--- src/rtl/fp_normalize_seq.sv ---
// fp_normalize_seq: one-bit-per-cycle post-add normaliser (in: valid/ready, sign, exp, 25b raw sum; out: valid/ready, packed result, lshift, overflow/underflow/inexact)
module fp_normalize_seq #(
  parameter int EXP_W  = 8,
  parameter int FRAC_W = 23
) (
  input  logic                    clk,
  input  logic                    rst,
  input  logic                    in_valid,
  output logic                    in_ready,
  input  logic                    in_sign,
  input  logic [EXP_W-1:0]        in_exp,
  input  logic [FRAC_W+1:0]       in_mant,
  output logic                    out_valid,
  input  logic                    out_ready,
  output logic [EXP_W+FRAC_W:0]   out_result,
  output logic [4:0]              out_lshift,
  output logic                    out_overflow,
  output logic                    out_underflow,
  output logic                    out_inexact
);
  typedef enum logic [1:0] {IDLE, SHIFT, DONE} state_t;
  state_t state, state_n;
  logic sign_q;
  logic [EXP_W-1:0] exp_q, exp_inc, res_exp;
  logic [FRAC_W+1:0] mant_q;
  logic [FRAC_W-1:0] res_frac;
  logic [4:0] cnt_q;
  logic special, zero, carry, norm, stop, ovf, res_sign;
  always_comb begin
    special  = &exp_q;
    zero     = ~|mant_q;
    carry    = mant_q[FRAC_W+1];
    norm     = mant_q[FRAC_W];
    exp_inc  = exp_q + EXP_W'(1);
    stop     = special | zero | carry | norm | (exp_q == EXP_W'(1));
    ovf      = !special && !zero && carry && (&exp_inc);
    res_sign = sign_q && !(zero && !special);
    res_exp  = special ? '1 : zero ? '0 : carry ? exp_inc : norm ? exp_q : '0;
    res_frac = (special || !(zero || carry)) ? mant_q[FRAC_W-1:0] : (zero || ovf) ? '0 : mant_q[FRAC_W:1];
    state_n  = state == IDLE  ? (in_valid ? SHIFT : IDLE) :
               state == SHIFT ? (stop ? DONE : SHIFT) :
               (out_valid && out_ready) ? IDLE : DONE;
  end
  always_ff @(posedge clk) begin
    if (rst) begin
      state         <= IDLE;
      out_valid     <= 1'b0;
      out_result    <= '0;
      out_overflow  <= 1'b0;
      out_underflow <= 1'b0;
      out_inexact   <= 1'b0;
      cnt_q         <= '0;
      sign_q        <= 1'b0;
      exp_q         <= '0;
      mant_q        <= '0;
    end else begin
      state     <= state_n;
      out_valid <= state == DONE && !(out_valid && out_ready);
      if (state == IDLE && in_valid) begin
        sign_q <= in_sign;
        exp_q  <= (in_exp == '0 && in_mant != '0) ? EXP_W'(1) : in_exp;
        mant_q <= in_mant;
        cnt_q  <= '0;
      end
      if (state == SHIFT && stop) begin
        out_result    <= {res_sign, res_exp, res_frac};
        out_overflow  <= ovf;
        out_underflow <= !special && !zero && !carry && !norm;
        out_inexact   <= !special && !zero && carry && mant_q[0];
      end
      if (state == SHIFT && !stop) begin
        mant_q <= mant_q << 1;
        exp_q  <= exp_q - EXP_W'(1);
        cnt_q  <= cnt_q + 5'd1;
      end
    end
  end
  assign in_ready   = state == IDLE;
  assign out_lshift = cnt_q;
endmodule

--- config.mk ---
export PLATFORM = sky130hd
export DESIGN_NAME = fp_normalize_seq
export DESIGN_NICKNAME = d
export VERILOG_FILES = /design/src/rtl/fp_normalize_seq.sv
export SDC_FILE = /design/constraint.sdc
export NUM_CORES = 1
export LEC_CHECK = 0
export CAP_MARGIN = 20
export CORE_MARGIN = 2
export CORE_UTILIZATION = 30
export CTS_BUF_LIST = sky130_fd_sc_hd__clkbuf_16
export DETAILED_ROUTE_END_ITERATION = 10
export GPL_TIMING_DRIVEN = 0
export PLACE_DENSITY = 0.51
export SLEW_MARGIN = 20
export SYNTH_ARGS = -nofsm -noshare
export SYNTH_HDL_FRONTEND = slang
export SYNTH_SLANG_ARGS = --single-unit
--- constraint.sdc ---
create_clock -name clk -period 2.8 [get_ports clk]
set_input_delay 0.7 -clock clk [delete_from_list [all_inputs] [get_ports clk]]
set_output_delay 0.7 -clock clk [all_outputs]
set_load 0.03 [all_outputs]
==> impl_metrics.tcl <==
set metrics [dict create \
    status "completed" \
    setup_violations 0 \
    clk_latency_ps 340 \
    hold_class "reg -> reg" \
    routed_via_density 5.34 \
    p_clk_share_pct 29.8 \
    endpoint "exp_q[4]" \
    crit_chain "buf_4, inv_1, ha_1, nor3b_1, nor3b_2, or4_4, or3_4, or3_1, a31oi_1" \
    crit_buf_inv 2 \
    grt_pass1_vias 3699 \
    yosysWarnings 0 \
    reg2reg_depth 9 \
    drv_cap 0 \
    chipWidth_um 118 \
    cp_max_fo 10 \
    drtPass1Iterations 5 \
    start_util_pct 30.8 \
    syn_nets 517 \
    crit_family "simple AND/OR/NAND/NOR gates" \
    yosysTopAreaCell "dfxtp_1" \
    fmax_mhz 374 \
    via_count 3948 \
    grt_max_degree 14 \
    synthTopCellsByArea "dfxtp_1 39%, nand2_1 6.3%, a221oi_1 6.1%" \
    ioPinCount 80 \
    core_mm2 0.0127 \
    ant_nets 0 \
    dp_hpwl_um 9550 \
    r2r-start "exp_q[1]" \
    num_rows 41 \
    gp_congestion 0.888 \
    finalCritPeriodShare_pct 95.4 \
    grt_pass1_wl_um 20200 \
    cts.sinks 77 \
    maxSlewViolCount 0 \
    wl_per_cell_um 17.1 \
    cp.arrival_ps 2930 \
    synth-seq-cells 77 \
    synth_flop_cell "dfxtp_1" \
    power_switching_uw 1290 \
    finalHoldViolations 0 \
    die_h_um 118 \
    placed_area_mm2 0.00490 \
    path_depth 9 \
    cts_buffer_depth 2 \
    cts-root-buf "clkbuf_16" \
    drc 0 \
    wirelength_um 12700 \
    die_area_mm2 0.0139 \
    synth_top_area_share_pct 39.5 \
    skew_ps 4.53 \
    period_minus_slack_ps 2670 \
    finish.instance_area_mm2 0.00519 \
    ir_worst_vdd_mv 0.278 \
    tightest_slew_ps 684 \
    r2r_slack_ps 130 \
    required_ps 3060 \
    grtUsageTotal_pct 18.2 \
    layout_commonest_cell "clkdlybuf4s50_1" \
    drt_iter0_drc 274 \
    synth_edf_count 0 \
    ys_async_sr_fraction_pct 0 \
    rsz0062_at_grt "no" \
    drive_gt1_share_pct 9.33 \
    worst-setup-path-type "reg -> reg" \
    cts_tree "done" \
    power_uw 3580 \
    portBuffers 78 \
    grt_overflow 0 \
    internal-power_uw 2290 \
    num_antenna_cells 0 \
    cp-startpoint "exp_q[1]" \
    area_delta_synth_final_pct 33.0 \
    synth.distinct_cells 63 \
    slew_headroom_pct 54.0 \
    finalHoldWorstSlack_ps 456 \
    numCtsBuffers 9 \
    slowest_stage "or4_4" \
    timing.rr.end "exp_q[4]" \
    ys_seq_area_share_pct 39.5 \
    clk_pin_slew_ps 60 \
    seqPwrFrac_pct 39.5 \
    syn_area_mm2 0.00390 \
    cp-end-kind "flop" \
    syn_avg_cell_area_um2 8.23 \
    powerDensity_mw_per_mm2 689 \
    slowest_delay_ps 470 \
    cp-start-kind "flop" \
    p_leak_uw 0.00188 \
    h-tree-depth 3 \
    p_comb_share_pct 30.7 \
    hold_buffers 0 \
    antenna_found_initial 0 \
    num-fill-cells 1348 \
    switching_share_pct 36.0 \
    final_cell_mix "78 x clkdlybuf4s50_1, 77 x dfxtp_1, 66 x nand2_1, 62 x nor2_1" \
    postSynthCellCount 474 \
    layout.nets 606 \
]
## worst min-delay path: cells and delay by family, from the launching register on
kind / cells / cell delay (ps)
AO/OA/AOI/OAI: 1 / 50
flip-flops: 1 / 310
AND/OR/NAND/NOR: 1 / 50
## worst min path at each step
stage                         from  cells after the start             end
finish              out_result[31]                      2  out_result[31]
global route                sign_q                      2          sign_q
CTS                 out_result[31]                      2  out_result[31]
detailed placement  out_result[31]                      2  out_result[31]
global placement    out_result[31]                      2  out_result[31]
floorplan                   sign_q                      2          sign_q
## synthesized netlist by cell type, types with 7 or more instances
cell type,instances
a311oi_1,24
nor3_1,11
nor4_1,15
nor2_1,62
nand3_1,14
a221oi_1,27
a211oi_1,7
clkbuf_1,22
o21ai_0,27
a31oi_1,9
dfxtp_1,77
buf_6,8
a21oi_1,15
nand2_1,66
## per-layer routing
layer | global-route usage [%] | vias to the layer above | part of all wire, %
met5 | 0 | - | 0
met4 | 6.17 | 0 | 1.3
met3 | 3.92 | 13 | 5.2
met2 | 26.2 | 114 | 42
met1 | 26.7 | 1874 | 52
li1 | - | 1947 | -
## logic make-up after synthesis
kind of cell,after synthesis,share of synthesized area [%]
buf+inv,48,7.28
mux,5,1.28
xor+xnor,4,0.898
compound gates,128,23.8
flops,77,39.5
fa+ha+maj,5,1.60
simple gates,207,25.6
## repair_timing
| action | CTS | global route |
|---|---|---|
| pin swaps | 0 | 0 |
| resized for setup | 2 | 10 |
| setup buffers | 0 | 0 |
| setup endpoints to repair | 21 | 24 |
## sequential cells by signal, indices dropped and copies added, names as in the netlist
| signal | flops |
|---|---|
| sign_q | 1 |
| mant_q | 25 |
| out_inexact | 1 |
| out_valid | 1 |
| exp_q | 8 |
| out_result | 32 |
| state | 2 |
| out_lshift | 5 |
| out_underflow | 1 |
| out_overflow | 1 |
## area by class of cell
class / count / area [µm²] / share of cell area (%)
inverters: 5 / 18.8 / 0.362
clock inverters: 7 / 42.5 / 0.819
flip-flops and latches: 77 / 1540 / 29.7
clock buffers: 9 / 225 / 4.34
plain buffers: 43 / 273 / 5.25
multi-input cells: 349 / 2090 / 40.3
well taps: 172 / 215 / 4.15
repair buffers: 78 / 781 / 15.0
## stage by stage
stage                     utilization, %  setup slack [ps]  setup TNS [ps]  std cells
after floorplan                        -               286               0        474
after global placement              38.7              -182           -2360        724
after detailed placement            38.7              -203           -2840        724
after CTS                           40.8              46.9               0        740
after global routing                41.0              20.3               0        740
final                               41.0               129               0        740
## power groups by stage
stage               clock network [µW]  registers [µW]  logic (µW)
floorplan                            0            1480         621
global placement                     0            1430        1070
finish                            1060            1410        1100
global route                      1140            1430        1190
detailed placement                   0            1430        1070
CTS                               1090            1410        1080
No activity file was read; power rests on OpenSTA's default activity.
